**src/rtl/scatter_scheduler.sv**
```systemverilog
// Scatter pass sequencer: clear the grid, round-robin issue gyropoints to the accumulator (1-cycle latency), drain, pulse done.
// Backpressure: requesters stall on req_ready. Optional SCATTER_STATS_EN adds a saturating stall_cycles counter.
module scatter_scheduler #(
  parameter int N_REQ          = 4,
  parameter int ACC_LATENCY    = 6,
  parameter int GRID_WORDS     = 4096,
  parameter int CNTW           = 20,
  parameter int PWIDTH         = 16,
  parameter int GRID_ADDRWIDTH = $clog2(GRID_WORDS)
) (
  input  logic                           clk,
  input  logic                           rst,
  input  logic                           start,
  input  logic [CNTW-1:0]                n_gyro,
  input  logic [N_REQ-1:0]               req_valid,
  output logic [N_REQ-1:0]               req_ready,
  input  logic [N_REQ-1:0][PWIDTH-1:0]   req_gyro_y,
  input  logic [N_REQ-1:0][PWIDTH-1:0]   req_gyro_x,
  output logic                           acc_valid,
  output logic [PWIDTH-1:0]              acc_gyro_y,
  output logic [PWIDTH-1:0]              acc_gyro_x,
  output logic                           clr_we,
  output logic [GRID_ADDRWIDTH-1:0]      clr_addr,
  output logic                           busy,
  output logic                           done
`ifdef SCATTER_STATS_EN
  ,
  output logic [CNTW-1:0]                stall_cycles
`endif
);

  localparam int RRW = (N_REQ > 1) ? $clog2(N_REQ) : 1;
  localparam int DW  = $clog2(ACC_LATENCY + 2);
  localparam logic [DW-1:0] DRAIN_LOAD = DW'(ACC_LATENCY + 1);
  localparam logic [GRID_ADDRWIDTH-1:0] LAST_ADDR = GRID_ADDRWIDTH'(GRID_WORDS - 1);

  typedef enum logic [2:0] {S_IDLE, S_CLEAR, S_SCATTER, S_DRAIN, S_DONE} state_t;

  state_t                    state_q, state_d;
  logic [CNTW-1:0]           n_gyro_q, n_gyro_d;
  logic [CNTW-1:0]           issued_q, issued_d;
  logic [RRW-1:0]            rr_q, rr_d;
  logic [DW-1:0]             drain_q, drain_d;
  logic                      clr_we_q, clr_we_d;
  logic [GRID_ADDRWIDTH-1:0] clr_addr_q, clr_addr_d;
  logic                      acc_valid_q, acc_valid_d;
  logic [PWIDTH-1:0]         acc_y_q, acc_y_d;
  logic [PWIDTH-1:0]         acc_x_q, acc_x_d;
  logic                      busy_q, busy_d;
  logic                      done_q, done_d;
`ifdef SCATTER_STATS_EN
  logic [CNTW-1:0]           stall_q, stall_d;
`endif

  logic                      found;
  logic [RRW-1:0]            gnt_idx;
  logic [RRW-1:0]            cand;

  // Search starts one past the last winner so every requester gets a turn.
  always_comb begin
    found     = 1'b0;
    gnt_idx   = '0;
    cand      = '0;
    req_ready = '0;
    if (state_q == S_SCATTER && issued_q < n_gyro_q) begin
      for (int k = 1; k <= N_REQ; k++) begin
        cand = RRW'((int'(rr_q) + k) % N_REQ);
        if (!found && req_valid[cand]) begin
          found   = 1'b1;
          gnt_idx = cand;
        end
      end
      if (found) req_ready[gnt_idx] = 1'b1;
    end
  end

  always_comb begin
    state_d     = state_q;
    n_gyro_d    = n_gyro_q;
    issued_d    = issued_q;
    rr_d        = rr_q;
    drain_d     = drain_q;
    clr_we_d    = 1'b0;
    clr_addr_d  = clr_addr_q;
    acc_valid_d = 1'b0;
    acc_y_d     = acc_y_q;
    acc_x_d     = acc_x_q;
    busy_d      = busy_q;
    done_d      = 1'b0;
`ifdef SCATTER_STATS_EN
    stall_d     = stall_q;
`endif
    case (state_q)
      S_IDLE: begin
        if (start) begin
          state_d    = S_CLEAR;
          n_gyro_d   = n_gyro;
          issued_d   = '0;
          clr_we_d   = 1'b1;
          clr_addr_d = '0;
          busy_d     = 1'b1;
`ifdef SCATTER_STATS_EN
          stall_d    = '0;
`endif
        end
      end
      S_CLEAR: begin
        if (clr_addr_q == LAST_ADDR) begin
          clr_addr_d = '0;
          if (n_gyro_q == '0) begin
            state_d = S_DRAIN;
            drain_d = DRAIN_LOAD;
          end else begin
            state_d = S_SCATTER;
          end
        end else begin
          clr_we_d   = 1'b1;
          clr_addr_d = clr_addr_q + 1'b1;
        end
      end
      S_SCATTER: begin
        if (found) begin
          rr_d        = gnt_idx;
          issued_d    = issued_q + 1'b1;
          acc_valid_d = 1'b1;
          acc_y_d     = req_gyro_y[gnt_idx];
          acc_x_d     = req_gyro_x[gnt_idx];
          if (issued_q + 1'b1 == n_gyro_q) begin
            state_d = S_DRAIN;
            drain_d = DRAIN_LOAD;
          end
        end
`ifdef SCATTER_STATS_EN
        else if (stall_q != '1) begin
          stall_d = stall_q + 1'b1;
        end
`endif
      end
      S_DRAIN: begin
        if (drain_q == DW'(1)) begin
          state_d = S_DONE;
          done_d  = 1'b1;
        end else begin
          drain_d = drain_q - 1'b1;
        end
      end
      S_DONE: begin
        state_d = S_IDLE;
        busy_d  = 1'b0;
      end
      default: begin
        state_d = S_IDLE;
        busy_d  = 1'b0;
      end
    endcase
  end

  always_ff @(posedge clk or posedge rst) begin
    if (rst) begin
      state_q     <= S_IDLE;
      n_gyro_q    <= '0;
      issued_q    <= '0;
      rr_q        <= RRW'(N_REQ - 1);
      drain_q     <= '0;
      clr_we_q    <= 1'b0;
      clr_addr_q  <= '0;
      acc_valid_q <= 1'b0;
      acc_y_q     <= '0;
      acc_x_q     <= '0;
      busy_q      <= 1'b0;
      done_q      <= 1'b0;
`ifdef SCATTER_STATS_EN
      stall_q     <= '0;
`endif
    end else begin
      state_q     <= state_d;
      n_gyro_q    <= n_gyro_d;
      issued_q    <= issued_d;
      rr_q        <= rr_d;
      drain_q     <= drain_d;
      clr_we_q    <= clr_we_d;
      clr_addr_q  <= clr_addr_d;
      acc_valid_q <= acc_valid_d;
      acc_y_q     <= acc_y_d;
      acc_x_q     <= acc_x_d;
      busy_q      <= busy_d;
      done_q      <= done_d;
`ifdef SCATTER_STATS_EN
      stall_q     <= stall_d;
`endif
    end
  end

  assign clr_we     = clr_we_q;
  assign clr_addr   = clr_addr_q;
  assign acc_valid  = acc_valid_q;
  assign acc_gyro_y = acc_y_q;
  assign acc_gyro_x = acc_x_q;
  assign busy       = busy_q;
  assign done       = done_q;
`ifdef SCATTER_STATS_EN
  assign stall_cycles = stall_q;
`endif

endmodule

```
**config.mk**
```make
export PLATFORM = sky130hd
export DESIGN_NAME = scatter_scheduler
export DESIGN_NICKNAME = d
export VERILOG_FILES = /design/src/rtl/scatter_scheduler.sv
export SDC_FILE = /design/constraint.sdc
export NUM_CORES = 1
export LEC_CHECK = 0
export BUFFER_PORTS_ARGS = -buffer_cell sky130_fd_sc_hd__buf_2
export CAP_MARGIN = 20
export CELL_PAD_IN_SITES_DETAIL_PLACEMENT = 0
export CELL_PAD_IN_SITES_GLOBAL_PLACEMENT = 2
export CORE_UTILIZATION = 32
export DETAILED_ROUTE_END_ITERATION = 10
export GPL_TIMING_DRIVEN = 0
export PLACE_DENSITY_LB_ADDON = 0.1
export SLEW_MARGIN = 20
export SYNTH_ARGS = -nofsm -noshare
export SYNTH_HDL_FRONTEND = slang
export SYNTH_SLANG_ARGS = --single-unit
```
**constraint.sdc**
```tcl
create_clock -name clk -period 5.2 [get_ports clk]
set_clock_uncertainty 0.15 [all_clocks]
set_input_delay 1.04 -clock clk [delete_from_list [all_inputs] [get_ports clk]]
set_output_delay 1.04 -clock clk [all_outputs]
set_load 0.01 [all_outputs]
```
Word level (Yosys, flattened, before mapping). Cells that the tools add are included.

Logic and storage cells: 121. Flip-flop bits (word level): 96. Output and inout bits: 52. Input port bits: 155.

Reductions and logical operators: 21. Mux-type cells: 59. Bitwise gates (word level): 1. Equal/unequal tests: 13. Order comparisons: 8. $add $sub $neg: 7.

Operators with widths (count): $bmux W16 S2 (2); $mux W20 (2); $pmux W20 S2 (1); $mux W16 (2); $mux W3 (10); $mux W12 (2); $pmux W12 S2 (1); $mux W1 (22); $add A20 B1 Y20 const B (1); $eq A20 B20 Y1 (1); $logic_not A20 Y1 (1); $lt A20 B20 Y1 (1); $lt A2 B3 Y1 const B (6); $add A12 B1 Y12 const B (1); $eq A12 B12 Y1 const B (1); $mux W2 (6); $ne A2 B2 Y1 const B (6); $pmux W3 S4 (1); $pmux W3 S3 (1); $bmux W1 S2 (4); $mux W4 (2); $reduce_and A2 Y1 (4); $eq A3 B1 Y1 const B (2); $eq A3 B2 Y1 const B (2); 17 further kinds (27).

Depth between registers and ports, before layout. Gate-level depths: netlist of run 1.

Word-level depth: 23. Depth in mapped cells: 11. Depth with buffers taken out: 10.

Worst setup path after synthesis of run 1. Ideal clock, no wire load.

Path kind: input-to-output. Start point: in req_valid[3]. End point: out req_ready[2]. Arrival: 2.351 ns. Stages on the path: 7. Data required time: 4.010 ns. Buffers on the path: 2. Slack: 1.659 ns. Cells stage by stage: nor2b_1 -> nor3_1 -> or2_2 -> clkbuf_1 -> clkbuf_1 -> or2_2 -> nor2_1.

Cells in the longest elaborated chain, start to end: 22. Elaborated cells between the ends (all ways): 34. Those cells by class: order compare: 2; mux: 25; reduce/logical: 7.

RTL lines: start: declaration (line 15) `input logic [N_REQ-1:0] req_valid,`; $bmux W1 S2 (line 68) `if (!found && req_valid[cand]) begin`; $mux W1 (implied by the code) (line 68); $mux W1 (line 68); $mux W1 (line 65) `if (state_q == S_SCATTER && issued_q < n_gyro_q) begin`; $logic_not A1 Y1 (line 68); $logic_and A1 B1 Y1 (line 68); $mux W1 (line 68); $mux W1 (line 65); [... 6 more ...]; $mux W2 (line 68); $mux W2 (line 65); $lt A2 B3 Y1 (implied by the code) / $ge A2 B1 Y1 (equally long branches) (line 73) `if (found) req_ready[gnt_idx] = 1'b1;`; $logic_and A1 B1 Y1 (implied by the code) (line 73); $mux W1 (implied by the code) (line 73); $demux W1 S2 (line 73); $mux W4 (*) (line 73); $mux W4 (*) (line 65); end: declaration (line 16) `output logic [N_REQ-1:0] req_ready,`.

Mark *: on every way between the ends. The rest lies on a longest branch, timed or not. The select of a mux whose other input is x is not followed.

Final worst setup path of run 1.
Start point: reg n_gyro_q[6]. End point: out req_ready[0].

Cells in the longest elaborated chain, start to end: 3.

RTL lines: start: declaration (line 40) `logic [CNTW-1:0] n_gyro_q, n_gyro_d;`; start signal: assignment (line 177) `n_gyro_q <= n_gyro_d;`; $lt A20 B20 Y1 (line 65); $logic_and A1 B1 Y1 (line 65); $mux W4 (line 65).

Every way passes these cells.

==> flow_summary.yaml, run 1 <==
power_and_ir_drop:
  clockPowerShare_pct: 25.4
  comb_power_share_pct: 35.0
  internal_power_mw: 1.580
  p_seq_share_pct: 39.7
  powerDensity_nw_per_um2: 310.9
  power.total_mw: 2.461
  ir_worst_vdd_uv: 149.3
  p_leak_nw: 3.741
  switching_power_mw: 0.8805
  swShare_pct: 35.78
route:
  drt.antenna.violating_nets: 0
  via_count: 6190
  drtPass1Iterations: 5
  wirelength_mm: 21.43
  viasPerCell: 5.154
  drtIter0Drc: 278
  wl_per_cell_um: 17.84
  drc: 0
synthesis:
  ys.flop_type: "dfrtp_1"
  synth_edf_count: 0
  synth_cell_types: 67
  syn_avg_cell_area_um2: 8.758
  synth-seq-cells: 96
  syn_area_um2: 6245
  synth_cells: 713
  synth_nets: 892
  synth_common_cells: "94 x dfrtp_1, 84 x nand2_1, 82 x o21ai_0"
  async_flop_share_pct: 100.0
  yosysWarnings: 0
  ys_top_cells_by_area: "dfrtp_1 38%, o21ai_0 6.6%, mux2i_1 5.1%"
  yosys.area.top_type: "dfrtp_1"
  synth.most_common_cell: "dfrtp_1"
  synth_top_cell_area_share_pct: 37.67
  yosysSeqAreaShare_pct: 38.51
critical_path:
  r2r_end: "issued_q[3]"
  worstPathMaxFanout: 10
  r2r-start: "n_gyro_q[19]"
  end_kind: "output pin"
  critPathRequiredTime_ps: 4010
  crit_type: "flop to output pin"
  arrival_ps: 3330
  reg2reg_slack_ps: 1580
  reg2reg_depth: 11
  start_kind: "flop"
run_status:
  status: "finished, final reports clean"
grt:
  grt_pass1_wl_mm: 33.56
  antenna_found_initial: 7
  grt_pass1_vias: 6207
  grt_max_degree: 56
  overflow: 0
  grt_usage_pct: 21.72
timing:
  fmax_mhz: 221.1
  fin_setup_tns_ps: 0
  max-slew-margin-rel_pct: 36.24
  rsz0062_at_grt: "no"
  fin_crit_ps: 4522
  tightest_slew_ps: 954.4
  maxSlewViolCount: 0
  setup_viol: 0
  hold_viol_final: 0
  timing.final.crit_share_pct: 86.96
  whs_ps: 328.7
clocking:
  cts_tree: "yes"
  clk_pin_slew_worst_paths_ps: 60
  cts_hold_buf: 0
  cts-resized-gates: 0
  post_cts_buffers: 0
  cts_made_buffers: 9
  cts_sinks: 96
  clock_latency_ps: 350
  cts_root_buf: "clkbuf_16"
  cts_htree_levels: 3
  clk_path_buf_depth: 2
floorplan:
  die_w_um: 141.7
  start_util_pct: 33.05
  fp.dieH_um: 141.7
  rows: 50
  design.die.area_um2: 20080
  core_um2: 18890
  ios: 207
placed_design:
  placed_area_um2: 7634
  gp_congestion: 0.8697
  place_hpwl_mm: 16.81
  port_buffers: 206
hold_path:
  hp-start: "acc_gyro_x[11]"
  hold_path.class: "flop to flop"
  holdPathStages: 2
  min_to: "acc_gyro_x[11]"
finish:
  syn2layout_area_growth_pct: 26.73
  nNetsFinal: 1110
  multi_input_area_um2: 3480
  fillers: 1995
  ff_latch_area_um2: 2405
  stdcell_area_um2: 7914
  drive_gt1_share_pct: 28.42
  finish.utilization_pct: 41.89
job:
  cap_violations: 0
==> metrics by stage <==
step,setup slack (ps),cells
CTS,719.9,1196
global placement,162.1,1179
global route,554.8,1200
floorplan,1508,713
detailed placement,1120,1180
finish,677.8,1201
==> flip-flops by register name, summed over array words and instances (netlist names) <==
| signal | flops |
|---|---|
| done | 1 |
| clr_we | 1 |
| acc_valid | 1 |
| acc_gyro_y | 16 |
| n_gyro_q | 20 |
| clr_addr | 12 |
| busy | 1 |
| rr_q | 2 |
| state_q | 3 |
| drain_q | 3 |
| issued_q | 20 |
| acc_gyro_x | 16 |
==> cell type report <==
cell class,count,area share (%)
Tap cell,260,4.111
Clock buffer,13,3.162
Clock inverter,3,0.2213
Inverter,32,1.581
Multi-Input combinational cell,542,43.97
Antenna cell,5,0.1581
Timing Repair Buffer,207,13.38
Sequential cell,96,30.39
Buffer,43,3.036
==> critical path: stages, from the launching register on <==
cell,delay (ps)
dfrtp_1,450
inv_1,100
ha_1,330
a41o_1,220
a21oi_1,200
o22a_1,260
nand4_1,230
inv_2,210
clkbuf_1,570
and3_1,270
buf_2,150
==> routing by layer <==
metal	routed length (um)	GRT usage [%]	vias to the layer above
met5	19	0	-
met3	1412	4.927	28
met2	10440	36.17	208
li1	-	-	3017
met4	476	7.753	4
met1	9077	27.50	2933
==> cells in the final DEF (no fill, tap or decap), drive strengths merged, types with 11 or more instances in the layout <==
cell type and count:
xnor2 18, a21oi 17, inv 32, mux2i 32, nand2 85, clkbuf 39
nor2 72, ha 24, nor4 11, a221oi 33, and3 13, o21ai 102
buf 224, nand3 15, dfrtp 94, nand4 17
==> power by group through the flow <==
stage	logic (mW)	registers [mW]	clock network [mW]
2_1_floorplan	0.498	1.01	0
3_3_place_gp	0.857	0.985	0
3_5_place_dp	0.868	0.986	0
4_1_cts	0.868	0.977	0.646
5_1_grt	0.960	0.992	0.676
6_report	0.860	0.976	0.625
==> worst max-delay path by stage <==
| stage | startpoint | end | slack [ps] | cells past startpoint |
|---|---|---|---|---|
| after floorplan | rst | acc_gyro_x[0] | 1510 | 1 |
| after global placement | rst | n_gyro_q[12] | 160 | 2 |
| after detailed placement | issued_q[7] | req_ready[0] | 1120 | 9 |
| after CTS | n_gyro_q[6] | req_ready[0] | 720 | 10 |
| after global routing | n_gyro_q[6] | req_ready[0] | 550 | 10 |
| final | n_gyro_q[6] | req_ready[0] | 680 | 10 |
==> cells by family after synthesis <==
family / count (synthesis) / synth area share, %
AO/OA/AOI/OAI: 198 / 20.34
buffers and inverters: 75 / 5.770
multiplexers: 33 / 5.310
AND/OR/NAND/NOR: 259 / 21.34
flip-flops: 96 / 38.51
adder cells (fa/ha/maj): 24 / 4.809
XOR/XNOR: 28 / 3.927
Note: power is estimated with default switching activity, not from simulation.
==> run 2: changes to the inputs <==
--- a/config.mk
+++ b/config.mk
@@ -9,7 +9,8 @@
 export CAP_MARGIN = 20
 export CELL_PAD_IN_SITES_DETAIL_PLACEMENT = 0
 export CELL_PAD_IN_SITES_GLOBAL_PLACEMENT = 2
-export CORE_UTILIZATION = 32
+export CORE_UTILIZATION = 33
+export CTS_BUF_LIST = sky130_fd_sc_hd__clkbuf_8
 export DETAILED_ROUTE_END_ITERATION = 10
 export GPL_TIMING_DRIVEN = 0
 export PLACE_DENSITY_LB_ADDON = 0.1
==> flow_summary.yaml, run 2 (same netlist as run 1, synthesis figures left out) <==
route:
  via_count: 6220
  viasPerCell: 5.325
  drtPass1Iterations: 5
  drc: 0
  drtIter0Drc: 360
  drt.antenna.violating_nets: 0
  wl_per_cell_um: 18.59
  wirelength_mm: 21.72
timing:
  tightest_slew_ps: 931.9
  fmax_mhz: 221.7
  fin_setup_tns_ps: 0
  timing.final.crit_share_pct: 86.75
  rsz0062_at_grt: "no"
  fin_crit_ps: 4511
  maxSlewViolCount: 0
  max-slew-margin-rel_pct: 37.74
  hold_viol_final: 0
  setup_viol: 0
power_and_ir_drop:
  ir_worst_vdd_uv: 157.7
  switching_power_mw: 0.8801
  swShare_pct: 36.38
  comb_power_share_pct: 35.9
  power.total_mw: 2.419
  p_leak_nw: 3.728
  internal_power_mw: 1.539
  powerDensity_nw_per_um2: 308.8
  clockPowerShare_pct: 23.9
  p_seq_share_pct: 40.2
floorplan:
  start_util_pct: 34.18
  ios: 207
  design.die.area_um2: 19480
  rows: 49
  fp.dieH_um: 139.6
  die_w_um: 139.6
  core_um2: 18270
critical_path:
  worstPathMaxFanout: 10
  r2r-start: "n_gyro_q[10]"
  path_delay_family: "buffers and inverters"
  critPathRequiredTime_ps: 4010
  r2r_end: "issued_q[7]"
  reg2reg_slack_ps: 1590
  start_kind: "flop"
  worst-path-buf-inv: 4
  arrival_ps: 3320
  end_kind: "output pin"
  timing.critical_path.depth: 10
  reg2reg_depth: 11
  slowest_delay_ps: 530
  crit_type: "flop to output pin"
  cp_cell_sequence: "inv_1 > ha_1 > a41o_1 > a21oi_1 > o22a_1 > nand4_1 > inv_2 > clkbuf_1 > and3_1 > buf_2"
  crit_slowest_cell: "clkbuf_1"
hold_path:
  hold_path.class: "flop to flop"
  hp-start: "acc_gyro_y[15]"
  holdPathStages: 2
  min_to: "acc_gyro_y[15]"
job:
  cap_violations: 0
clocking:
  cts_htree_levels: 3
  clk_pin_slew_worst_paths_ps: 100
  clk_path_buf_depth: 2
  cts_tree: "yes"
  post_cts_buffers: 0
  cts-resized-gates: 0
  cts_sinks: 96
  clock_latency_ps: 380
  cts_root_buf: "clkbuf_8"
  cts_hold_buf: 0
  cts_made_buffers: 9
grt:
  overflow: 0
  grt_pass1_wl_mm: 34.50
  antenna_found_initial: 5
  grt_pass1_vias: 6343
  grt_usage_pct: 22.91
  grt_max_degree: 73
placed_design:
  port_buffers: 206
  gp_congestion: 0.8632
  post-place-cells: 1149
  placed_area_um2: 7595
  place_hpwl_mm: 17.10
finish:
  fillers: 1874
  stdcell_count: 1168
  final_common_cell: "buf_2"
  mostFrequentLayoutCells: "217 x buf_2, 94 x dfrtp_1, 84 x nand2_1"
  nNetsFinal: 1110
  drive_gt1_share_pct: 28.63
  finish.utilization_pct: 42.88
  reg_top3: "issued_q (20), n_gyro_q (20)"
  stdcell_area_um2: 7834
  syn2layout_area_growth_pct: 25.45
run_status:
  status: "finished, final reports clean"
## run 2: cell count changes in the layout (fill, tap and decap cells not counted), sizes merged
cell    delta
bufinv     +2
diode      -2
inv        +1
clkinv     -1
clkbuf     -2
## run 2: how the worst max path moves through the flow
stage,from,end
after detailed placement,issued_q[7],req_ready[0]
after global routing,issued_q[7],req_ready[0]
after CTS,issued_q[7],req_ready[0]
after floorplan,rst,acc_gyro_x[0]
after global placement,rst,n_gyro_q[14]
final,n_gyro_q[5],req_ready[0]
## run 2: per-stage QoR
stage	setup WS, ps	hold WS [ps]
after floorplan	1508	306.7
after detailed placement	1030	316.7
after CTS	590.9	341.9
after global placement	200.1	309.6
after global routing	457.0	361.1
final	689.2	336.2
## run 2: final cells by class
cell class | count | area, um^2 | share of cell area, %
antenna | 3 | 7.507 | 0.09583
buffer | 43 | 240.2 | 3.067
clock buffer | 11 | 151.4 | 1.933
clock inverter | 5 | 80.08 | 1.022
inverter | 32 | 125.1 | 1.597
multi-input combinational | 542 | 3480 | 44.42
sequential | 96 | 2405 | 30.70
tap | 229 | 286.5 | 3.658
timing repair buffer | 207 | 1059 | 13.51
## run 2: power by group through the flow
stage	Sequential [mW]	Clock (mW)	Combinational, mW
global placement	0.981	0	0.867
detailed placement	0.983	0	0.878
floorplan	1.01	0	0.498
CTS	0.973	0.593	0.879
global route	0.991	0.627	0.962
finish	0.973	0.578	0.868
## run 2: routing by layer
layer  up-vias  share of wire [%]  global-route usage [%]
met1      2959                 43                   28.27
met5         -               0.12                       0
met3        31                5.4                   4.336
met2       209                 49                   39.38
li1       3017                  -                       -
met4         4                2.4                   9.080
## run 2: tightest hold or removal path, stage by stage, from the launching register on
cell	delay, ps
dfrtp_1	350
nand2_1	50
o21ai_0	60
==> run 3: changes to the inputs <==
--- a/config.mk
+++ b/config.mk
@@ -6,10 +6,10 @@
 export NUM_CORES = 1
 export LEC_CHECK = 0
 export BUFFER_PORTS_ARGS = -buffer_cell sky130_fd_sc_hd__buf_2
-export CAP_MARGIN = 20
 export CELL_PAD_IN_SITES_DETAIL_PLACEMENT = 0
 export CELL_PAD_IN_SITES_GLOBAL_PLACEMENT = 2
-export CORE_UTILIZATION = 33
+export CORE_MARGIN = 2
+export CORE_UTILIZATION = 27
 export CTS_BUF_LIST = sky130_fd_sc_hd__clkbuf_8
 export DETAILED_ROUTE_END_ITERATION = 10
 export GPL_TIMING_DRIVEN = 0
==> constraint.sdc (replaced) <==
create_clock -name clk -period 4 [get_ports clk]
set_clock_uncertainty 0.15 [all_clocks]
set_input_delay 0.8 -clock clk [delete_from_list [all_inputs] [get_ports clk]]
set_output_delay 0.8 -clock clk [all_outputs]
set_load 0.01 [all_outputs]
==> flow_summary.yaml, run 3 (same netlist as run 1, synthesis figures left out) <==
floorplan:
  ios: 207
  rows: 55
  core_um2: 22640
  fp.dieH_um: 156.1
  design.die.area_um2: 24360
  die_w_um: 156.1
  start_util_pct: 27.58
placed_design:
  port_buffers: 206
  post-place-cells: 1205
  place_hpwl_mm: 18.05
  gp_congestion: 0.8397
timing:
  timing.final.crit_share_pct: 96.04
  fin_crit_ps: 3841
  fmax_mhz: 260.3
  max-slew-margin-rel_pct: 35.65
  setup_viol: 0
  hold_viol_final: 0
  whs_ps: 286.8
  tightest_slew_ps: 963.2
  maxSlewViolCount: 0
  fin_setup_tns_ps: 0
  rsz0062_at_grt: "no"
critical_path:
  crit_type: "flop to output pin"
  critPathRequiredTime_ps: 3050
  r2r-start: "n_gyro_q[18]"
  reg2reg_slack_ps: 310
  end_kind: "output pin"
  reg2reg_depth: 12
  start_kind: "flop"
  arrival_ps: 2890
  r2r_end: "issued_q[10]"
  worstPathMaxFanout: 10
grt:
  grt_usage_pct: 18.95
  grt_pass1_wl_mm: 35.37
  overflow: 0
  antenna_found_initial: 4
  grt_max_degree: 52
  grt_pass1_vias: 6262
clocking:
  cts_htree_levels: 3
  cts_hold_buf: 0
  clock_latency_ps: 380
  clk_pin_slew_worst_paths_ps: 100
  clk_path_buf_depth: 2
  cts_made_buffers: 9
  cts_tree: "yes"
  cts_root_buf: "clkbuf_8"
  cts_sinks: 96
finish:
  mostFrequentLayoutCells: "217 x buf_2, 94 x dfrtp_1, 84 x nand2_1"
  ff_latch_area_um2: 2405
  nNetsFinal: 1113
  stdcell_count: 1225
  syn2layout_area_growth_pct: 27.29
  finish.utilization_pct: 35.11
  reg_top3: "issued_q (20), n_gyro_q (20)"
  final_common_cell: "buf_2"
  multi_input_area_um2: 3493
  fillers: 2415
  drive_gt1_share_pct: 29.24
route:
  drc: 0
  via_count: 6189
  drt.antenna.violating_nets: 0
  viasPerCell: 5.052
  wirelength_mm: 22.96
  drtPass1Iterations: 4
  drtIter0Drc: 240
  wl_per_cell_um: 18.75
power_and_ir_drop:
  swShare_pct: 36.65
  p_seq_share_pct: 39.5
  internal_power_mw: 2.028
  switching_power_mw: 1.173
  power.total_mw: 3.202
  p_leak_nw: 3.743
  ir_worst_vdd_uv: 159.8
  clockPowerShare_pct: 24.5
  powerDensity_nw_per_um2: 402.8
  comb_power_share_pct: 36.0
run_status:
  status: "finished, final reports clean"
job:
  cap_violations: 0
hold_path:
  hold_path.class: "primary input to async pin"
==> run 3: cell count changes in the layout (fill, tap and decap cells not counted), sizes merged <==
cell,change
buf,+3
bufinv,+1
clkbuf,-2
clkinv,-1
==> run 3: metrics by stage <==
step,worst slack [ps],instance area (um^2)
floorplan,547.9,6245
finish,158.5,7949
CTS,61.65,7911
global placement,-925.0,7632
global route,6.444,7946
detailed placement,52.70,7665
==> run 3: how the worst max path moves through the flow <==
stage	start	endpoint	cells after the start
finish	n_gyro_q[18]	req_ready[0]	10
global route	n_gyro_q[18]	req_ready[1]	9
CTS	n_gyro_q[18]	req_ready[0]	10
detailed placement	issued_q[13]	req_ready[0]	9
global placement	rst	issued_q[14]	2
floorplan	rst	acc_gyro_x[0]	1
==> run 3: final cells by class <==
cell class / instances / share of cell area [%]
multi-input cells: 542 / 43.95
flip-flops and latches: 96 / 30.25
repair buffers: 210 / 13.60
well taps: 285 / 4.486
plain buffers: 43 / 3.148
inverters: 32 / 1.574
clock buffers: 9 / 1.558
clock inverters: 5 / 1.338
diodes: 3 / 0.09444
==> run 3: timing repair <==
item                                    4_1_cts  5_1_grt
endpoints found under the setup margin        2       10
gates resized for setup                       5        2
buffers inserted                              0        3
==> run 3: critical path, stage by stage, from the launching register on <==
cell and delay, ps:
dfrtp_1 450, inv_1 130, ha_1 310, and4_1 340
nand3_1 200, a211o_1 300, nand4_1 190, inv_2 100
clkbuf_8 190, and3_1 160, buf_2 150
==> run 3: power by group through the flow <==
| stage | registers (mW) | clock network (mW) | logic [mW] |
|---|---|---|---|
| after floorplan | 1.32 | 0 | 0.647 |
| after global placement | 1.27 | 0 | 1.16 |
| after detailed placement | 1.28 | 0 | 1.17 |
| after CTS | 1.27 | 0.811 | 1.17 |
| after global routing | 1.29 | 0.851 | 1.29 |
| final | 1.26 | 0.785 | 1.15 |
==> run 3: layer usage <==
metal / vias up / routed length (um) / global-route usage, % / share of wire [%]
met2: 198 / 11330 / 33.04 / 49
met3: 16 / 1240 / 4.250 / 5.4
met5: - / 13 / 0 / 0.057
li1: 3017 / - / - / -
met4: 2 / 280 / 4.587 / 1.2
met1: 2956 / 10100 / 23.79 / 44
